`src/rtl/cpu_div_pkg.sv`:
```
// Shared definitions for the sequential integer divider.
//   div_state_e  : FSM state encoding (IDLE -> ITER -> FIX -> DONE)
//   DIV_WIDTH    : default datapath width
//   DZ_QUOTIENT  : quotient returned for a zero divisor
package cpu_div_pkg;

    localparam int DIV_WIDTH = 32;

    typedef enum logic [1:0] {
        S_IDLE = 2'd0,
        S_ITER = 2'd1,
        S_FIX  = 2'd2,
        S_DONE = 2'd3
    } div_state_e;

    localparam logic [DIV_WIDTH-1:0] DZ_QUOTIENT = '1;

endpackage

```
`src/rtl/div_sign_adj.sv`:
```
// Conditional two's-complement negate (combinational).
//   in     : operand
//   neg_en : 1 = output -in, 0 = pass through
//   out    : result
module div_sign_adj #(
    parameter int WIDTH = 32
) (
    input  logic [WIDTH-1:0] in,
    input  logic             neg_en,
    output logic [WIDTH-1:0] out
);

    assign out = neg_en ? (~in + WIDTH'(1)) : in;

endmodule

```
`src/rtl/div_seq_unit.sv`:
```
// Multi-cycle restoring divider, one quotient bit per clock.
// Signed divides run on magnitudes and fix the signs afterwards
// (truncating: remainder takes the sign of the dividend).
//   clk, rst_n   : clock / async active-low reset
//   start        : request, only honoured in IDLE
//   is_signed    : 1 = two's-complement divide
//   dividend     : numerator, sampled with start
//   divisor      : denominator, sampled with start
//   busy         : ITER/FIX in progress
//   done         : one-cycle result strobe
//   hilo_we      : HI/LO write enable (same as done)
//   quotient     : LO result, held until next accepted start
//   remainder    : HI result, held until next accepted start
//   div_by_zero  : divisor was zero, held like results
module div_seq_unit
    import cpu_div_pkg::*;
#(
    parameter int WIDTH = DIV_WIDTH,
    parameter int CNT_W = 6
) (
    input  logic             clk,
    input  logic             rst_n,
    input  logic             start,
    input  logic             is_signed,
    input  logic [WIDTH-1:0] dividend,
    input  logic [WIDTH-1:0] divisor,
    output logic             busy,
    output logic             done,
    output logic             hilo_we,
    output logic [WIDTH-1:0] quotient,
    output logic [WIDTH-1:0] remainder,
    output logic             div_by_zero
);

    div_state_e state, state_nxt;

    logic [WIDTH-1:0] acc_a;     // partial remainder A
    logic [WIDTH-1:0] acc_q;     // dividend shifting out / quotient shifting in
    logic [WIDTH-1:0] dvs_m;     // divisor magnitude M
    logic [CNT_W-1:0] count;
    logic             sign_q;
    logic             sign_r;
    logic             dz;
    logic [WIDTH-1:0] raw_dvd;

    logic [WIDTH-1:0] abs_dvd, abs_dvs, q_fix, r_fix;

    div_sign_adj #(.WIDTH(WIDTH)) u_abs_dvd (
        .in(dividend), .neg_en(is_signed & dividend[WIDTH-1]), .out(abs_dvd)
    );
    div_sign_adj #(.WIDTH(WIDTH)) u_abs_dvs (
        .in(divisor), .neg_en(is_signed & divisor[WIDTH-1]), .out(abs_dvs)
    );
    div_sign_adj #(.WIDTH(WIDTH)) u_q_fix (
        .in(acc_q), .neg_en(sign_q), .out(q_fix)
    );
    div_sign_adj #(.WIDTH(WIDTH)) u_r_fix (
        .in(acc_a), .neg_en(sign_r), .out(r_fix)
    );

    // Shifted partial remainder keeps the bit shifted out of A, so the trial
    // subtract stays exact when M >= 2**(WIDTH-1).
    logic [WIDTH:0] part;
    logic [WIDTH:0] trial;
    assign part  = {acc_a, acc_q[WIDTH-1]};
    assign trial = part - {1'b0, dvs_m};

    // FSM state register
    always_ff @(posedge clk or negedge rst_n) begin
        if (!rst_n) state <= S_IDLE;
        else        state <= state_nxt;
    end

    // FSM next state and status outputs
    always_comb begin
        state_nxt = state;
        busy      = 1'b0;
        done      = 1'b0;
        unique case (state)
            S_IDLE: if (start) state_nxt = S_ITER;
            S_ITER: begin
                busy = 1'b1;
                if (count == CNT_W'(WIDTH-1)) state_nxt = S_FIX;
            end
            S_FIX: begin
                busy      = 1'b1;
                state_nxt = S_DONE;
            end
            S_DONE: begin
                done      = 1'b1;
                state_nxt = S_IDLE;
            end
            default: state_nxt = S_IDLE;
        endcase
    end

    assign hilo_we = done;

    // Datapath
    always_ff @(posedge clk or negedge rst_n) begin
        if (!rst_n) begin
            acc_a       <= '0;
            acc_q       <= '0;
            dvs_m       <= '0;
            count       <= '0;
            sign_q      <= 1'b0;
            sign_r      <= 1'b0;
            dz          <= 1'b0;
            raw_dvd     <= '0;
            quotient    <= '0;
            remainder   <= '0;
            div_by_zero <= 1'b0;
        end else begin
            unique case (state)
                S_IDLE: if (start) begin
                    acc_a       <= '0;
                    acc_q       <= abs_dvd;
                    dvs_m       <= abs_dvs;
                    count       <= '0;
                    sign_q      <= is_signed & (dividend[WIDTH-1] ^ divisor[WIDTH-1]);
                    sign_r      <= is_signed & dividend[WIDTH-1];
                    dz          <= (divisor == '0);
                    raw_dvd     <= dividend;
                    div_by_zero <= 1'b0;
                end
                S_ITER: begin
                    count <= count + CNT_W'(1);
                    if (!trial[WIDTH]) begin
                        acc_a <= trial[WIDTH-1:0];
                        acc_q <= {acc_q[WIDTH-2:0], 1'b1};
                    end else begin
                        // no borrow-free subtract: part < M, so it fits in WIDTH bits
                        acc_a <= part[WIDTH-1:0];
                        acc_q <= {acc_q[WIDTH-2:0], 1'b0};
                    end
                end
                S_FIX: begin
                    if (dz) begin
                        quotient    <= WIDTH'(DZ_QUOTIENT);
                        remainder   <= raw_dvd;
                        div_by_zero <= 1'b1;
                    end else begin
                        quotient    <= q_fix;
                        remainder   <= r_fix;
                        div_by_zero <= 1'b0;
                    end
                end
                default: ;
            endcase
        end
    end

endmodule
```
`config.mk`:
```
export PLATFORM = sky130hd
export DESIGN_NAME = div_seq_unit
export DESIGN_NICKNAME = d
export VERILOG_FILES = /design/src/rtl/cpu_div_pkg.sv /design/src/rtl/div_sign_adj.sv /design/src/rtl/div_seq_unit.sv
export SDC_FILE = /design/constraint.sdc
export NUM_CORES = 1
export LEC_CHECK = 0
export ABC_CLOCK_PERIOD_IN_PS = 3290
export CAP_MARGIN = 0
export CORE_AREA = 2 2 158 160
export DETAILED_ROUTE_END_ITERATION = 8
export DIE_AREA = 0 0 160 162
export PLACE_DENSITY_LB_ADDON = 0.08
export RECOVER_POWER = 100
export SETUP_SLACK_MARGIN = 0.05
export SLEW_MARGIN = 20
export SYNTH_ARGS = -nofsm -noshare
export SYNTH_HDL_FRONTEND = slang
export SYNTH_SLANG_ARGS = --single-unit
```
`constraint.sdc`:
```
create_clock -name clk -period 3.29 [get_ports clk]
set_clock_uncertainty 0.1 [all_clocks]
set_input_delay 0.658 -clock clk [delete_from_list [all_inputs] [get_ports clk]]
set_output_delay 0.658 -clock clk [all_outputs]
set_load 0.005 [all_outputs]
```
==> out/results.tsv, run 1 <==
stage	metric	value	unit
run_status	status	complete, but fails checks	
run_status	violations	max-capacitance violations, max-slew violations	
floorplanning	fp.dieW	160	µm
sta	relSlewSlack	-0.181	
yosys	syn_area	13100	µm²
routing	routedLengthMet1	15.0	mm
floorplanning	num_rows	57	
clock_tree	clk_pin_slew	0.06	ns
cells_and_area	nets	1753	
pwr	powerDensity	858	nW/µm²
yosys	netlist_instances	1492	
sta	setup_tns	0	ns
floorplanning	core	24100	µm²
clock_tree	clkLatencyLatePin	0.52	ns
routing	wl_per_cell	16.9	µm
routing	met3_length	1.71	mm
routing	vias_per_cell	5.70	
setup_path	cp-start-kind	flop	
routing	vias	11300	
global_routing	grtUsageTotal	0.258	
routing	drc_errors	0	
sta	worst_pin_slew	1.77	ns
global_routing	grt_pass1_wl	55.0	mm
global_routing	grt_pass1_vias	10900	
global_routing	grt_max_degree	81	
yosys	avgSynthCellArea	8.75	µm²
routing	drt_iter0_drc	652	
floorplanning	dieArea	25900	µm²
sta	rsz0062_at_grt	false	
setup_path	endpoint_kind	flop	
setup_path	cpPeakStageDelay	0.38	ns
placed_design	hpwlAfterDp	25.3	mm
clock_tree	cts_setup_buffers	0	
yosys	synth.distinct_cells	79	
sta	fin_crit_sh	0.957	
sta	hold_violations	0	
setup_path	crit_path_max_fanout	27	
yosys	yosys_warnings	0	
sta	slew_violations	72	
setup_path	cp.arrival	3.41	ns
setup_path	crit_path_top_delay_cell	fa_1	
clock_tree	clock_sinks	204	
setup_path	path_cells	inv_1, ha_1, fa_1, nand2b_1, a21o_1, a311o_1, nand3_2, and2_1, o211a_1, buf_6, mux2i_1, o21ai_0	
routing	wl_met2	15.9	mm
sta	period_minus_slack	3.15	ns
global_routing	antenna_found_initial	0	
yosys	ys_seq_area_frac	0.391	
cells_and_area	most-common-layout-cells	dfrtp_1, nand2_1, o21ai_0	
routing	drtAntennaViolNets	0	
sta	setup_violations	0	
floorplanning	start_util	0.542	
clock_tree	cts.path.max_buffers	3	
placed_design	pre_cts_slack	0.00488	ns
placed_design	place.gp.congestion	0.890	
sta	hold_ws	0.375	ns
yosys	async_reset_ff_frac	1.00	
cells_and_area	antennaDiodeCount	0	
setup_path	crit_required	3.55	ns
cells_and_area	drive_gt1_frac	0.106	
setup_path	crit_type	flop to flop	
sta	fmax	318	MHz
cells_and_area	layout_commonest_cell	dfrtp_1	
pwr	p_leak	6.99	nW
clock_tree	cts_tree	done	
routing	wl	33.5	mm
pwr	peakVddDrop	534	µV
flow_run	cap_viol_max_count	1	
clock_tree	numCtsBuffers	24	
yosys	synth_edf_count	0	
yosys	syn_nets	1602	
clock_tree	root_buffer	clkbuf_16	
floorplanning	io_pins	136	
routing	top_layer_used	met4	
clock_tree	htree_num_levels	1	
yosys	ys_ff_latch	204	
global_routing	overflow	0	
floorplanning	die-height	162	µm
sta	worst_slack	0.142	ns
placed_design	port_buffers	135	
min_path	worstHoldPathType	flop to flop	
routing	dr.pass1.iters	5	
cells_and_area	areaGrowthSynthToFinish	21.4	%
yosys	ys.flop_type	dfrtp_1	
## cell usage after synthesis, types with 11 or more instances
cell,n,area share
nor3_1,16,0.0061
a31oi_1,11,0.0053
o21ai_0,160,0.061
o31ai_1,17,0.0098
a21oi_1,134,0.051
o41ai_1,11,0.0074
ha_1,41,0.039
mux2i_1,30,0.023
inv_1,54,0.016
o21ai_1,12,0.0046
nor2_1,130,0.037
a21o_1,16,0.0092
nand3_1,11,0.0042
dfrtp_1,204,0.39
mux2_2,52,0.045
xor2_1,78,0.052
nand2_1,173,0.050
or3_1,23,0.011
o21a_1,11,0.0063
nand2b_1,15,0.0072
xnor2_1,62,0.042
clkbuf_1,68,0.020
## repair_timing
item | in CTS | in global routing
hold buffers | 0 | 0
gates resized for setup | 0 | 1
setup endpoints to repair | 0 | 13
## logic make-up after synthesis
group,Yosys count,synth area share
compound gates,444,0.206
buf+inv,135,0.0403
xor+xnor,140,0.0939
fa+ha+maj,42,0.0408
simple gates,445,0.160
mux,82,0.0679
flops,204,0.391
## report_power, final
part           internal [mW]  switching, mW  leakage [nW]  total, mW
clock network           1.80           1.06         0.421       2.86
logic                   2.86           3.60          4.03       6.46
registers               3.49          0.791          2.54       4.28
total                   8.15           5.45          6.99       13.6
## path summary, 6_finish.rpt
path	cells past startpoint	from	to	slack, ns
worst min register to register	2	dvs_m[19]$_DFFE_PN0P_	dvs_m[19]$_DFFE_PN0P_	0.37
max in group asynchronous	2	rst_n	remainder[26]$_DFFE_PN0P_	0.59
worst min-delay path	2	dvs_m[19]$_DFFE_PN0P_	dvs_m[19]$_DFFE_PN0P_	0.37
worst max register to register	12	acc_q[31]$_DFFE_PN0P_	acc_a[24]$_DFFE_PN0P_	0.14
worst max-delay path	12	acc_q[31]$_DFFE_PN0P_	acc_a[24]$_DFFE_PN0P_	0.14
min in group asynchronous	1	rst_n	quotient[7]$_DFFE_PN0P_	0.52
## state kept, by name, summed over array words and instances (netlist names)
register	count
quotient	32
acc_q	32
raw_dvd	32
acc_a	32
count	6
remainder	32
div_by_zero	1
dvs_m	32
sign_r	1
sign_q	1
dz	1
state	2
## worst max-delay path: cells and delay by family, from the launching register on
family	cells	cell delay, ns
multiplexers	1	0.25
buffers and inverters	2	0.40
AO/OA/AOI/OAI	4	0.81
adder cells (fa/ha/maj)	2	0.62
flip-flops	1	0.34
AND/OR/NAND/NOR	3	0.46
## layer usage
metal	vias to the layer above	GRT usage
met5	-	0
met4	0	0.0823
met3	64	0.0337
met2	333	0.447
met1	5312	0.340
li1	5609	-
## through the flow
stage                     utilization  power (mW)  std cells  area (µm²)
after CTS                       0.663        13.9       1984       16000
after detailed placement        0.627        11.0       1941       15100
after global routing            0.657        14.7       1984       15800
final                           0.657        13.6       1984       15800
after floorplan                     -        8.64       1492       13100
after global placement          0.626        10.7       1940       15100
## area by class of cell
| class | instances | area, µm² |
|---|---|---|
| inverters | 55 | 206 |
| repair buffers | 205 | 1870 |
| flip-flops and latches | 204 | 5100 |
| fillers | 2098 | 8260 |
| clock inverters | 6 | 111 |
| well taps | 324 | 405 |
| multi-input cells | 1153 | 7390 |
| clock buffers | 37 | 751 |
Note: power is estimated with default switching activity, not from simulation.
==> inputs of run 2 (changes only) <==
- ABC_CLOCK_PERIOD_IN_PS: 3290 -> 3200
- GPL_TIMING_DRIVEN: default -> 0
- clock period: 3.29 -> 3.2 ns (I/O delays scaled with it)
==> run 2 against run 1 <==
Compared with the run above:
- register-to-register slack lost 0.05 ns
- the flow now finishes without violations
- via count grew 2.2%
- sequential share of layout area is essentially flat
- first-iteration DRC count grew 7.5%
- clock power is essentially flat
- utilization is essentially flat
- maximum frequency grew 1.3%
- combinational power grew 7.1%
- design area is essentially flat
==> out/results.tsv, run 2 (same netlist as run 1, synthesis figures left out) <==
stage	metric	value	unit
routing	wl	37.4	mm
sta	fmax	322	MHz
sta	hold_violations	0	
setup_path	timing.critical_path.buf_inv	4	
floorplanning	dieArea	25900	µm²
sta	setup_violations	0	
placed_design	port_buffers	135	
setup_path	crit_required	3.54	ns
global_routing	antenna_found_initial	1	
clock_tree	cts_tree	done	
cells_and_area	fillers	2123	
setup_path	crit_family	compound AO/OA/AOI/OAI gates	
clock_tree	clock_sinks	204	
routing	top_layer_used	met4	
pwr	peakVddDrop	429	µV
floorplanning	die-height	162	µm
placed_design	hpwlAfterDp	28.5	mm
global_routing	overflow	0	
routing	drt_iter0_drc	701	
setup_path	crit_path_top_delay_cell	a311o_1	
clock_tree	clk_pin_slew	0.06	ns
routing	wl_met2	18.7	mm
routing	wl_per_cell	18.7	µm
pwr	powerDensity	892	nW/µm²
clock_tree	root_buffer	clkbuf_16	
routing	drc_errors	0	
floorplanning	start_util	0.542	
cells_and_area	antennaDiodeCount	0	
cells_and_area	nets	1772	
clock_tree	htree_num_levels	1	
routing	routedLengthMet1	15.3	mm
floorplanning	num_rows	57	
cells_and_area	areaGrowthSynthToFinish	21.4	%
min_path	worstHoldPathType	flop to flop	
routing	dr.pass1.iters	6	
setup_path	endpoint_kind	flop	
global_routing	grt_pass1_wl	59.0	mm
run_status	status	finished clean	
setup_path	cp.arrival	3.45	ns
global_routing	grtUsageTotal	0.284	
placed_design	place_area	14900	µm²
clock_tree	numCtsBuffers	23	
sta	rsz0062_at_grt	true	
floorplanning	core	24100	µm²
floorplanning	io_pins	136	
clock_tree	cts.path.max_buffers	3	
pwr	p_leak	6.84	nW
setup_path	path_cells	inv_2, ha_4, fa_2, nand2b_4, a21o_1, a311o_1, nand3_2, and2_4, o211a_1, buf_6, clkbuf_16, clkbuf_1, nand4b_1, nand2_1	
global_routing	grt_pass1_vias	11300	
pwr	power.total	14.1	mW
placed_design	place.gp.congestion	0.948	
flow_run	cap_viol_max_count	0	
sta	relSlewSlack	0.376	
clock_tree	clkLatencyLatePin	0.51	ns
routing	vias	11600	
routing	vias_per_cell	5.78	
sta	period_minus_slack	3.11	ns
sta	fin_crit_sh	0.972	
cells_and_area	drive_gt1_frac	0.0871	
cells_and_area	final_cell_area	15800	µm²
cells_and_area	layout_commonest_cell	dfrtp_1	
floorplanning	fp.dieW	160	µm
sta	worst_pin_slew	0.936	ns
setup_path	cpPeakStageDelay	0.41	ns
sta	slew_violations	0	
setup_path	crit_type	flop to flop	
setup_path	cp-start-kind	flop	
cells_and_area	most-common-layout-cells	dfrtp_1, nand2_1, o21ai_0	
setup_path	crit_path_max_fanout	7	
routing	drtAntennaViolNets	0	
routing	met3_length	2.08	mm
global_routing	grt_max_degree	101	
run 2: area by class of cell:
type	count	area [µm²]	area share
multi-input cells	1153	7460	0.471
plain buffers	79	347	0.0219
well taps	324	405	0.0256
flip-flops and latches	204	5110	0.322
clock inverters	8	144	0.00908
inverters	55	206	0.0130
clock buffers	32	659	0.0416
repair buffers	146	1520	0.0957
run 2: path summary, 6_finish.rpt:
check	start	to	slack, ns	cells after the start
max	acc_q[31]$_DFFE_PN0P_	acc_a[25]$_DFFE_PN0P_	0.09	14
min	dvs_m[9]$_DFFE_PN0P_	dvs_m[9]$_DFFE_PN0P_	0.38	2
max reg2reg	acc_q[31]$_DFFE_PN0P_	acc_a[25]$_DFFE_PN0P_	0.09	14
min reg2reg	dvs_m[9]$_DFFE_PN0P_	dvs_m[9]$_DFFE_PN0P_	0.38	2
max in group asynchronous	rst_n	dvs_m[31]$_DFFE_PN0P_	1.40	4
min in group asynchronous	rst_n	quotient[6]$_DFFE_PN0P_	0.47	2
run 2: metal layers:
layer,global-route usage,up-vias
met1,0.350,5495
li1,-,5635
met3,0.0332,73
met2,0.515,363
met4,0.104,0
met5,0,-
run 2: repair_timing:
action	4_1_cts	5_1_grt
hold buffers	1	0
gates resized for setup	14	38
pin swaps	1	3
cloned	0	2
endpoints found under the hold margin	31	0
setup buffers	3	3
endpoints found under the setup margin	34	51
run 2: report_power, final:
group | total, mW | internal, mW | switching, mW
Combinational | 6.92 | 2.89 | 4.03
Clock | 2.83 | 1.75 | 1.07
Sequential | 4.39 | 3.59 | 0.796
run 2: worst register-to-register path: cells and delay by family, from the launching register on:
| kind | cells | cell delay (ns) |
|---|---|---|
| AOI/OAI and AO/OA | 3 | 0.78 |
| adders and majority gates | 2 | 0.53 |
| buffers and inverters | 4 | 0.60 |
| DFF | 1 | 0.36 |
| and+or+nand+nor | 5 | 0.67 |
run 2: per-stage QoR:
| step | util | setup slack, ns | std cells | hold slack (ns) | TNS, ns |
|---|---|---|---|---|---|
| global route | 0.657 | 0.0238 | 2001 | 0.413 | 0 |
| floorplan | - | 0.306 | 1492 | 0.244 | 0 |
| CTS | 0.654 | 0.0488 | 1997 | 0.385 | 0 |
| detailed placement | 0.617 | -0.487 | 1953 | 0.371 | -14.86 |
| global placement | 0.614 | -6.96 | 1951 | 0.364 | -1429.49 |
| finish | 0.657 | 0.0910 | 2001 | 0.377 | 0 |
==> RTL edit: new RTL, config.mk and constraints of run 2 <==
The 4 states of `div_state_e` get a Gray code encoding in 2 bits.
--- a/src/rtl/cpu_div_pkg.sv
+++ b/src/rtl/cpu_div_pkg.sv
@@ -8,8 +8,8 @@
 
     typedef enum logic [1:0] {
-        S_IDLE = 2'd0,
-        S_ITER = 2'd1,
-        S_FIX  = 2'd2,
-        S_DONE = 2'd3
+        S_IDLE = 2'b00,
+        S_ITER = 2'b01,
+        S_FIX  = 2'b11,
+        S_DONE = 2'b10
     } div_state_e;
 
Behaviour: no difference found for any inputs over 10 cycles, from zero or initial values and one cycle with rst_n low; not proved beyond that.
==> RTL edit against run 2 <==
The run now ends with negative setup slack left. Design area up 0.15%. Routed wire length up 1.1%. Setup slack got worse by 0.29 ns. Global-route usage increased by 0.24 points. Total power grew 41%. Synthesized area down 2.5%. Sequential cell count is the same. Core utilization up 0.099 points. Combinational power up 75%. Critical path type unchanged. Critical endpoint is now acc_a[12]$_DFFE_PN0P_.
==> RTL edit: results (changes against run 2) <==
stage	metric	value	unit	change
critical_path	slowest CP cell	a2111o_1		
global_routing	first-pass GRT wire length	59.4	mm	+0.64%
route	overall routed net length	37.8	mm	+1.1%
timing	Worst Hold Slack	0.364	ns	-0.0130 ns
critical_path	crit-path max cell delay	0.53	ns	+0.12 ns
synthesis	Synth Net Count	1624		+1.4%
timing	setup_tns	-4.77	ns	-4.77 ns
worst_hold_path	hold wc startpoint	quotient[0]$_DFFE_PN0P_		
route	met2 WL	18.9	mm	+0.83%
placement	Place WS	-0.844	ns	-0.357 ns
critical_path	crit path to	acc_a[12]$_DFFE_PN0P_		
synthesis	Synth Area in Compound Gates	20.5	%	-0.072 points
worst_hold_path	hold endpoint	quotient[0]$_DFFE_PN0P_		
synthesis	top cells by instance count after synthesis	283 x nand2_1, 204 x dfrtp_1, 142 x o21ai_0		
synthesis	synth unique cells	69		-13%
power	Logic pwr share	60.7	%	+12 points
route	initial DRC count	791		+13%
outcome	failing checks	negative setup slack		
synthesis	Post-Synth XOR/XNOR Area	9.98	%	+0.59 points
route	drt wl/cell	18.6	um	-0.66%
critical_path	CP Max Fanout	10		+3
power	Leak	6.67	nW	-2.5%
critical_path	reg2reg path depth	11		-3
timing	final setup violation count	38		+38
global_routing	initial antenna violation count	0		-1
outcome	status	finished, violations left		
timing	Final WS setup	-0.195	ns	-0.286 ns
route	DRT met1 WL	15.3	mm	-0.52%
power	maximum vdd drop	0.518	mV	+21%
synthesis	Synth Area in Adders	3.80	%	-0.29 points
route	total number of vias	11806		+2.1%
power	Pwr Total	19.9	mW	+41%
route	met3 WL	2.26	mm	+8.7%
global_routing	vias in the first global route	11383		+0.78%
route	Detailed Routing Iterations Pass 1	5		-1
power	switching share of power	45.3	%	+3.5 points
synthesis	mux contribution to synthesized area	1.43	%	-5.4 points
cells_and_area	nets@finish	1802		+1.7%
power	Clk. pwr	2.64	mW	-7%
synthesis	Mapped Cells	1518		+1.7%
placement	number of port buffers	133		-1.5%
cells_and_area	layout cells sized above 1	8.64	%	-0.061 points
clock_network	cts bufs inserted	24		+4.3%
placement	hpwl dp	28.4	mm	-0.39%
==> RTL edit: cell count changes in the layout (fill, tap and decap cells not counted), sizes merged, moves of 16 or more <==
cell / delta
nand2: +109
mux2: -51
nor2: -37
a21oi: -35
nand3: +32
o311ai: +22
a22oi: +16
==> RTL edit: what timing repair did <==
item,in CTS,in global routing
pin swaps,23,16
setup endpoints to repair,44,61
hold endpoints to repair,53,0
resized for setup,63,64
setup buffers,12,8
hold buffers,1,0
gates cloned,1,0
==> RTL edit: routing by layer <==
metal / track usage [%] / vias up
met3: 3.27 / 87
li1: - / 5700
met4: 10.9 / 0
met1: 35.2 / 5592
met5: 0 / -
met2: 52.0 / 427
==> RTL edit: area by class of cell <==
class / count / area [um2]
fillers: 2115 / 8240
multi-input cells: 1173 / 7480
flip-flops and latches: 204 / 5110
repair buffers: 156 / 1530
clock buffers: 34 / 689
well taps: 324 / 405
plain buffers: 84 / 387
inverters: 53 / 199
clock inverters: 8 / 65.1
